===== src/rtl/cap_frame_serializer_if.sv =====
// -----------------------------------------------------------------------------
// cap_frame_serializer_if
//
// Purpose:
//   Bundles the frame-input handshake and the beat-output stream of
//   cap_frame_serializer. Parameters must match the ones given to the
//   serializer that binds the slave modport.
//
// Signals:
//   in_valid   frame present on in_data            (producer -> serializer)
//   in_data    WIDTH*CAP_NUM frame, word k at [k*WIDTH +: WIDTH]
//   in_ready   serializer accepts a frame this cycle (serializer -> producer)
//   out_valid  out_data holds a valid beat          (serializer -> lane drivers)
//   out_data   WIDTH*LANES beat, lane j at [j*WIDTH +: WIDTH]
//   out_ready  lane drivers accept the beat         (lane drivers -> serializer)
//   out_sof    beat 0 of a frame
//   out_eof    last beat of a frame
//   frame_cnt  completed frames, modulo 2^16
//   out_par    even parity of out_data (only when SER_PARITY_EN is defined)
//
// Modports:
//   slave   view taken by the serializer
//   master  view taken by the surrounding producer/consumer logic
//
// Configuration macro: SER_PARITY_EN adds the out_par signal.
// -----------------------------------------------------------------------------
interface cap_frame_serializer_if #(
   parameter int WIDTH   = 4,
   parameter int CAP_NUM = 70,
   parameter int LANES   = 10
);

   logic                       in_valid;
   logic [WIDTH*CAP_NUM-1:0]   in_data;
   logic                       in_ready;
   logic                       out_valid;
   logic [WIDTH*LANES-1:0]     out_data;
   logic                       out_ready;
   logic                       out_sof;
   logic                       out_eof;
   logic [15:0]                frame_cnt;
`ifdef SER_PARITY_EN
   logic                       out_par;
`endif

   modport slave (
      input  in_valid,
      input  in_data,
      output in_ready,
      output out_valid,
      output out_data,
      input  out_ready,
      output out_sof,
      output out_eof,
`ifdef SER_PARITY_EN
      output out_par,
`endif
      output frame_cnt
   );

   modport master (
      output in_valid,
      output in_data,
      input  in_ready,
      input  out_valid,
      input  out_data,
      output out_ready,
      input  out_sof,
      input  out_eof,
`ifdef SER_PARITY_EN
      input  out_par,
`endif
      input  frame_cnt
   );

endinterface


===== src/rtl/cap_frame_serializer.sv =====
// -----------------------------------------------------------------------------
// cap_frame_serializer
//
// Purpose:
//   Downstream stage of the 128->70 capacitor MUX. Captures one frame of
//   CAP_NUM capacitor words (WIDTH bits each) and streams it out as
//   BEATS = ceil(CAP_NUM/LANES) beats of LANES words. Lanes past the last
//   capacitor word of the final beat are driven as zeros. A new frame can be
//   accepted in the same cycle the last beat is consumed, so back-to-back
//   frames stream with no bubble.
//
// Ports:
//   clk    clock, all logic on posedge
//   rst_n  asynchronous, active-low reset
//   bus    cap_frame_serializer_if.slave (frame input, beat output,
//          sof/eof markers, completed-frame counter, optional parity)
//
// Parameters:
//   WIDTH    bits per capacitor word
//   CAP_NUM  capacitor words per frame
//   LANES    words per output beat (1 <= LANES <= CAP_NUM)
//
// Configuration macro:
//   SER_PARITY_EN  when defined, bus.out_par carries the even parity of
//                  out_data (0 while out_valid is low).
// -----------------------------------------------------------------------------
module cap_frame_serializer #(
   parameter int WIDTH   = 4,
   parameter int CAP_NUM = 70,
   parameter int LANES   = 10
) (
   input  logic                        clk,
   input  logic                        rst_n,
   cap_frame_serializer_if.slave       bus
);

   localparam int BEATS = (CAP_NUM + LANES - 1) / LANES;
   localparam int BW    = (BEATS > 1) ? $clog2(BEATS) : 1;
   localparam int FW    = WIDTH * CAP_NUM;
   localparam int LW    = WIDTH * LANES;
   localparam int PADW  = LW * BEATS;

   localparam logic [BW-1:0] LAST_BEAT = BW'(BEATS - 1);

   typedef enum logic {
      IDLE,
      SEND
   } state_t;

   state_t          state_q, state_d;
   logic [BW-1:0]   beat_q, beat_d;
   logic [FW-1:0]   frame_q;
   logic [15:0]     frame_cnt_q;

   logic            load;
   logic            last_beat;
   logic            in_ready_w;
   logic            out_valid_w;
   logic            frame_done;
   logic [PADW-1:0] padded;
   logic [LW-1:0]   beat_sel;
   logic [LW-1:0]   out_data_w;

   // -------------------------------------------------------------------------
   // State, beat index, frame buffer and completed-frame counter
   // -------------------------------------------------------------------------
   always_ff @(posedge clk or negedge rst_n) begin
      if (!rst_n) begin
         state_q     <= IDLE;
         beat_q      <= '0;
         frame_q     <= '0;
         frame_cnt_q <= '0;
      end else begin
         state_q <= state_d;
         beat_q  <= beat_d;
         if (load) begin
            frame_q <= bus.in_data;
         end
         if (frame_done) begin
            frame_cnt_q <= frame_cnt_q + 16'd1;
         end
      end
   end

   // -------------------------------------------------------------------------
   // Next-state / handshake decode
   // -------------------------------------------------------------------------
   always_comb begin
      state_d     = state_q;
      beat_d      = beat_q;
      load        = 1'b0;
      in_ready_w  = 1'b0;
      out_valid_w = 1'b0;
      last_beat   = (beat_q == LAST_BEAT);

      unique case (state_q)
         IDLE: begin
            in_ready_w = 1'b1;
            if (bus.in_valid) begin
               load    = 1'b1;
               state_d = SEND;
               beat_d  = '0;
            end
         end

         SEND: begin
            out_valid_w = 1'b1;
            if (bus.out_ready) begin
               if (last_beat) begin
                  // Last beat consumed: the buffer is free this very cycle,
                  // so a waiting frame is taken without leaving SEND.
                  in_ready_w = 1'b1;
                  beat_d     = '0;
                  if (bus.in_valid) begin
                     load = 1'b1;
                  end else begin
                     state_d = IDLE;
                  end
               end else begin
                  beat_d = beat_q + BW'(1);
               end
            end
         end

         default: begin
            state_d = IDLE;
            beat_d  = '0;
         end
      endcase
   end

   assign frame_done = out_valid_w & bus.out_ready & last_beat;

   // -------------------------------------------------------------------------
   // Beat data: the buffer is zero-extended to a whole number of beats so the
   // final beat's unused lanes read as zero without per-lane range checks.
   // -------------------------------------------------------------------------
   always_comb begin
      padded         = '0;
      padded[FW-1:0] = frame_q;
   end

   always_comb begin
      beat_sel = '0;
      for (int unsigned b = 0; b < BEATS; b++) begin
         if (beat_q == BW'(b)) begin
            beat_sel = padded[b*LW +: LW];
         end
      end
   end

   assign out_data_w = out_valid_w ? beat_sel : '0;

   // -------------------------------------------------------------------------
   // Outputs
   // -------------------------------------------------------------------------
   assign bus.in_ready  = in_ready_w;
   assign bus.out_valid = out_valid_w;
   assign bus.out_data  = out_data_w;
   assign bus.out_sof   = out_valid_w & (beat_q == '0);
   assign bus.out_eof   = out_valid_w & last_beat;
   assign bus.frame_cnt = frame_cnt_q;

`ifdef SER_PARITY_EN
   // out_data is already forced to zero when idle, so parity is 0 there too.
   assign bus.out_par = ^out_data_w;
`endif

endmodule


===== src/flat_wrapper.sv =====
// flat-port wrapper written by rule: the top's interface ports become plain ports
module cap_frame_serializer_flat 
#(
   parameter int WIDTH   = 4,
   parameter int CAP_NUM = 70,
   parameter int LANES   = 10
)
  (clk, rst_n, bus_in_valid, bus_in_data, bus_in_ready, bus_out_valid, bus_out_data, bus_out_ready, bus_out_sof, bus_out_eof, bus_frame_cnt);
  cap_frame_serializer_if #(.WIDTH(WIDTH), .CAP_NUM(CAP_NUM), .LANES(LANES)) bus_i ();
  input  logic clk;
  input  logic rst_n;
  input wire logic [$bits(bus_i.in_valid)-1:0] bus_in_valid;
  input wire logic [$bits(bus_i.in_data)-1:0] bus_in_data;
  output wire logic [$bits(bus_i.in_ready)-1:0] bus_in_ready;
  output wire logic [$bits(bus_i.out_valid)-1:0] bus_out_valid;
  output wire logic [$bits(bus_i.out_data)-1:0] bus_out_data;
  input wire logic [$bits(bus_i.out_ready)-1:0] bus_out_ready;
  output wire logic [$bits(bus_i.out_sof)-1:0] bus_out_sof;
  output wire logic [$bits(bus_i.out_eof)-1:0] bus_out_eof;
  output wire logic [$bits(bus_i.frame_cnt)-1:0] bus_frame_cnt;
  assign bus_i.in_valid = bus_in_valid;
  assign bus_i.in_data = bus_in_data;
  assign bus_in_ready = bus_i.in_ready;
  assign bus_out_valid = bus_i.out_valid;
  assign bus_out_data = bus_i.out_data;
  assign bus_i.out_ready = bus_out_ready;
  assign bus_out_sof = bus_i.out_sof;
  assign bus_out_eof = bus_i.out_eof;
  assign bus_frame_cnt = bus_i.frame_cnt;
  cap_frame_serializer #(.WIDTH(WIDTH), .CAP_NUM(CAP_NUM), .LANES(LANES)) u_core (.clk(clk), .rst_n(rst_n), .bus(bus_i));
endmodule

===== config.mk =====
export PLATFORM = sky130hd
export DESIGN_NAME = cap_frame_serializer_flat
export DESIGN_NICKNAME = d
export VERILOG_FILES = /design/src/rtl/cap_frame_serializer_if.sv /design/src/rtl/cap_frame_serializer.sv /design/src/flat_wrapper.sv
export SDC_FILE = /design/constraint.sdc
export NUM_CORES = 1
export LEC_CHECK = 0
export ABC_AREA = 1
export CELL_PAD_IN_SITES_DETAIL_PLACEMENT = 1
export CELL_PAD_IN_SITES_GLOBAL_PLACEMENT = 2
export CORE_ASPECT_RATIO = 0.9
export CORE_MARGIN = 5
export CORE_UTILIZATION = 30
export DETAILED_ROUTE_END_ITERATION = 12
export GPL_TIMING_DRIVEN = 1
export PLACE_DENSITY_LB_ADDON = 0.1
export SLEW_MARGIN = 20
export SYNTH_ARGS = -nofsm -noshare
export SYNTH_HDL_FRONTEND = slang
export SYNTH_SLANG_ARGS = --single-unit
export TNS_END_PERCENT = 10

===== constraint.sdc =====
create_clock -name clk -period 2.9 [get_ports clk]
set_input_delay 0.58 -clock clk [delete_from_list [all_inputs] [get_ports clk]]
set_output_delay 0.58 -clock clk [all_outputs]
set_load 0.1 [all_outputs]

### Yosys cells after proc, flatten, opt, wreduce, memory -nomap -nowiden

Cells that the tools add are included.

| storage, ports and cells | value |
|---|---|
| output and inout port bits | 60 |
| register bits after elaboration | 300 |
| word-level logic and storage cells | 44 |

| cells by class | value |
|---|---|
| equality and inequality tests | 8 |
| mux-type cells | 23 |
| add/subtract/negate cells | 2 |
| reduce and logical (&&, ||, !) cells | 2 |
| bitwise logic cells | 5 |

Operator list:

| operator | number |
|---|---|
| two-way mux 40 bit | 8 |
| adder 16 x 1 -> 16 bit, second input constant | 1 |
| == test 3 bit, second input constant | 3 |
| two-way mux 3 bit | 3 |
| two-way mux 1 bit | 8 |
| == test 3 x 2 -> 1 bit, second input constant | 2 |
| one-hot mux 1 bit (2 select lines) | 3 |
| one-hot mux 3 bit (2 select lines) | 1 |
| bitwise AND 1 bit | 4 |
| != test 2 bit, second input constant | 2 |
| adder 3 x 1 -> 3 bit, second input constant | 1 |
| == test 3 x 1 -> 1 bit, second input constant | 1 |
| zero test 3 bit | 1 |
| AND reduction 2 bit | 1 |
| inverter 1 bit | 1 |

### Longest topological paths before layout

| logic depth | value |
|---|---|
| depth after elaboration | 9 |
| mapped depth | 13 |
| depth with buffers taken out | 10 |

### Least setup slack after synthesis

OpenSTA, ideal clock, no wires.

| timing path | value |
|---|---|
| path kind | reg-to-output |
| from | register u_core.state_q |
| to | output port bus_out_sof |
| required time | 2.320 ns |
| arrival time | 4.010 ns |
| path slack | -1.690 ns |
| cell stages (with the launch flop) | 3 |
| buffers on the path | 0 |
| cells stage by stage | dfrtp_1 inv_1 nor4_1 |

| on the way | value |
|---|---|
| word-level cells in the longest chain between the ends | 2 |

Ends and longest elaborated chain:

| item | line | source |
|---|---|---|
| from (decl) | cap_frame_serializer.sv:50 | `state_t state_q, state_d;` |
| from (signal assigned) | cap_frame_serializer.sv:74 | `state_q <= state_d;` |
| two-way mux 1 bit | cap_frame_serializer.sv:96 | `unique case (state_q)` |
| bitwise AND 1 bit | cap_frame_serializer.sv:160 | `assign bus.out_sof = out_valid_w & (beat_q == '0);` |
| to (decl) | flat_wrapper.sv:18 | `output wire logic [$bits(bus_i.out_sof)-1:0] bus_out_sof;` |

No other way between the ends.

### Worst setup path after layout

| timing path | value |
|---|---|
| from | register u_core.beat_q[0] |
| to | output port bus_out_data[4] |

| on the way | value |
|---|---|
| word-level cells in the longest chain between the ends | 9 |
| elaborated cells between the ends (all ways) | 15 |

Ends and longest elaborated chain:

| item | line | source |
|---|---|---|
| from (decl) | cap_frame_serializer.sv:51 | `logic [BW-1:0] beat_q, beat_d;` |
| from (signal assigned) | cap_frame_serializer.sv:75 | `beat_q <= beat_d;` |
| zero test 3 bit | cap_frame_serializer.sv:146 | `if (beat_q == BW'(b)) begin` |
| two-way mux 40 bit (6 in a row) | cap_frame_serializer.sv:146 |  |
| two-way mux 40 bit (*) | cap_frame_serializer.sv:146 |  |
| two-way mux 40 bit (*) | cap_frame_serializer.sv:152 | `assign out_data_w = out_valid_w ? beat_sel : '0;` |
| to (decl) | flat_wrapper.sv:16 | `output wire logic [$bits(bus_i.out_data)-1:0] bus_out_data;` |

Mark *: on every way between the ends. The rest lies on a longest branch, timed or not.

==> key figures <==
Outcome
  – Status: complete, but fails checks
  – Violated checks: setup timing

Power
  – Power Total: 28.21 mW
  – Worst VDD drop: 0.8618 mV
  – Pwr dens: 1340 nW/um^2
  – Pleak: 9.290 nW

STA
  – Post-layout worst setup margin: -0.1652 ns
  – Fin crit share: 105.7%
  – Fin Setup TNS: -3.806 ns
  – Final Critical Period: 3.065 ns
  – Setup Skew: 0.01666 ns
  – Fin. Hold Viols: 0
  – RSZ-0062 raised after global routing: yes
  – Peak Freq: 0.3262 GHz
  – Worst hold slack: 0.4808 ns
  – Max-slew violation count: 0
  – Final setup vio count: 40
  – Slew @ Worst Pin: 0.4867 ns
  – Worst slew margin: 67.55%

Place
  – Pre-CTS setup slack: 0.1947 ns
  – RePlAce Congestion: 0.7931
  – Placed cell count: 2233
  – Post-DP HPWL: 37540 um
  – Port-buffer cells: 343

Worst setup path
  – CP required: 2.32 ns
  – Reg2Reg Depth: 10
  – Worst setup path class: reg2out
  – Reg2reg end: u_core.frame_q[52]$_DFFE_PN0P_
  – Crit-path max FO: 5
  – Critical path startpoint category: register
  – FF-to-FF setup slack: 0.41 ns
  – Crit. End Element: output port
  – Critical R2R Launch: u_core.beat_q[0]$_DFFE_PN0P_
  – Arrival time worst endpoint: 2.49 ns

Global route
  – Pin count of the biggest net entering global routing: 72
  – First-pass GRT wire length: 80720 um
  – Met1 Resource Use GR: 24.74%
  – GR Util All Layers: 20.53%
  – Top Usage Layer GRT: met2
  – Grt total ovfl: 0
  – Met3 track demand over resource: 4.582%
  – Vias in the first global route: 12700
  – Global-route met2 utilization: 36.92%
  – Initial antenna violation count: 14

Route
  – Post-route DRC: 0
  – Routed len/inst: 23.28 um
  – DRT Wirelength: 54230 um
  – 1st-iter DRT viols: 484
  – Vias per inst: 4.871
  – Vias: 11350
  – Antenna Nets Post-Route: 0
  – Initial DRT Pass Iterations: 4

Clocking
  – CTS Buffer Depth: 3
  – H-tree levels: 2
  – Skew-Pair Late Insertion Delay: 0.54 ns
  – CTS clock-pin slew for the worst setup and hold paths: 0.06 ns
  – Clock Tree Root: clkbuf_16
  – TritonCTS clock tree: built
  – Num CTS Buffers: 37
  – Clock Sinks: 300

Floorplan
  – Die width: 239.8 um
  – Row count: 75
  – Core area: 46830 sq um
  – Die H: 216.8 um
  – Initial Utilization: 30.44%
  – Die Area: 51980 sq um
  – Top Ports: 344

Layout
  – Share of layout cells above drive strength 1: 23.36%
  – Nets@finish: 1971
  – Post-Layout Cell Count: 2329
  – Area Overhead vs Synth: 47.68%
  – Filler Cells Inserted: 4923

Synthesis
  – Post-synthesis sequential area ratio: 52.66%
  – Mapped Nets: 1621
  – Synth top area cells: dfrtp_1, mux2_1, mux2_2
  – Synthesis Warnings: 0
  – Mapped Avg Cell Area: 10.68 sq um
  – Dominant synthesized flop cell: dfrtp_1
  – Synth Register Bits: 300
  – EDFF count, synth: 0
  – Yosys cell types: 30
  – Post-Synthesis Cell Area: 14250 sq um
  – Cell taking the most area after synthesis: dfrtp_1
  – Top-area cell type share of the netlist area: 52.66%
  – Cells after synthesis: 1335
  – Async S/R FF share, synth: 100.0%

Worst hold path
  – Worst Hold End: u_core.frame_q[245]$_DFFE_PN0P_
  – Hold path startpoint: u_core.frame_q[245]$_DFFE_PN0P_
  – Type of the worst min-delay path: reg2reg
  – Hold depth: 1

Flow run
  – Max cap viols: 0
==> power by group <==
part           internal (mW)  switching, mW  total, mW
sequential              6.17           1.13       7.30
clock                   2.55           1.81       4.36
combinational           6.38           10.2       16.6
==> registers in the layout, indices dropped and copies added (netlist names) <==
register	count
u_core.state_q	1
u_core.bus.frame_cnt	16
u_core.frame_q	280
u_core.beat_q	3
==> worst max-delay path, stage by stage (launching register included) <==
cell and delay, ns:
dfrtp_2 0.44, buf_4 0.17, nor2_4 0.17, buf_12 0.16, clkbuf_16 0.16, nand3_1 0.07
nand4_1 0.13, nand2_1 0.08, nand2_1 0.12, a21oi_1 0.11, nor2_2 0.15, buf_12 0.19
==> per-stage QoR <==
step	utilization (%)	cell area, sq um
after floorplan	-	14480
after global placement	40.67	19040
after detailed placement	40.67	19040
after CTS	44.73	20940
after global routing	44.93	21040
final	44.96	21050
==> routing by layer <==
layer,up-vias,part of all wire [%]
met3,87,5.1
met1,5731,40
met2,216,52
li1,5287,-
met4,24,2.5
met5,-,0.28
==> worst max-delay path by stage <==
stage                     depth (start not counted)                    startpoint               end
final                                            11  u_core.beat_q[0]$_DFFE_PN0P_   bus_out_data[4]
after global routing                             11  u_core.beat_q[0]$_DFFE_PN0P_  bus_out_data[27]
after CTS                                        11  u_core.beat_q[1]$_DFFE_PN0P_  bus_out_data[27]
after detailed placement                          7  u_core.beat_q[0]$_DFFE_PN0P_   bus_out_data[8]
after global placement                            7  u_core.beat_q[0]$_DFFE_PN0P_  bus_out_data[10]
after floorplan                                  10  u_core.beat_q[2]$_DFFE_PN0P_   bus_out_data[0]
==> cells in the mapped netlist, drive strengths merged (2+ instances only) <==
cell	count
xor2	7
ha	2
inv	29
dfrtp	300
a21oi	40
mux2	280
o21ai	46
or2	11
xnor2	8
nor2	99
nor3	4
nand2	210
nand3	159
nand4	41
buf	46
clkbuf	50
==> cells by family (layout without fill, tap and decap cells) <==
logic type	Yosys count	count (layout)	synth area share, %
adders and majority gates	2	2	0.1755
and+or+nand+nor	525	525	16.38
buffers and inverters	126	499	4.661
xor gates and xnor gates	15	15	0.9216
DFF	300	300	52.66
other	0	5	0
AOI/OAI and AO/OA	87	87	3.081
muxes	280	280	22.12
==> cells in the final DEF, fill, tap and decap left out, drive strengths merged <==
master         instances
clkbuf                52
xnor2                  8
xor2                   7
or2                   11
inv                   29
nand3                159
a21oi                 40
diode                  5
nand2                210
clkdlybuf4s50        282
nand4                 41
dfrtp                300
clkinvlp               2
ha                     2
nor3                   4
dlygate4sd3            1
o21ai                 46
buf                  121
nor2                  99
o32ai                  1
nor4                   1
mux2                 280
clkinv                10
bufinv                 2
==> cell type report <==
type / instances / area (sq um) / share of cell area [%]
sequential: 300 / 7512 / 35.69
multi-input combinational: 909 / 6651 / 31.60
timing repair buffer: 406 / 4878 / 23.17
clock buffer: 50 / 984.7 / 4.678
tap: 616 / 770.7 / 3.661
inverter: 30 / 123.9 / 0.5884
clock inverter: 12 / 110.1 / 0.5230
antenna: 5 / 12.51 / 0.05944
timing repair inverter: 1 / 7.507 / 0.03566
==> repair_timing <==
action | in CTS | in global routing
pin swaps | 31 | 24
gates cloned | 10 | 2
buffers inserted | 16 | 2
setup endpoints to repair | 40 | 41
hold buffers | 1 | 0
resized for setup | 96 | 21
hold endpoints to repair | 43 | 0
(Power assumes the default switching activity.)
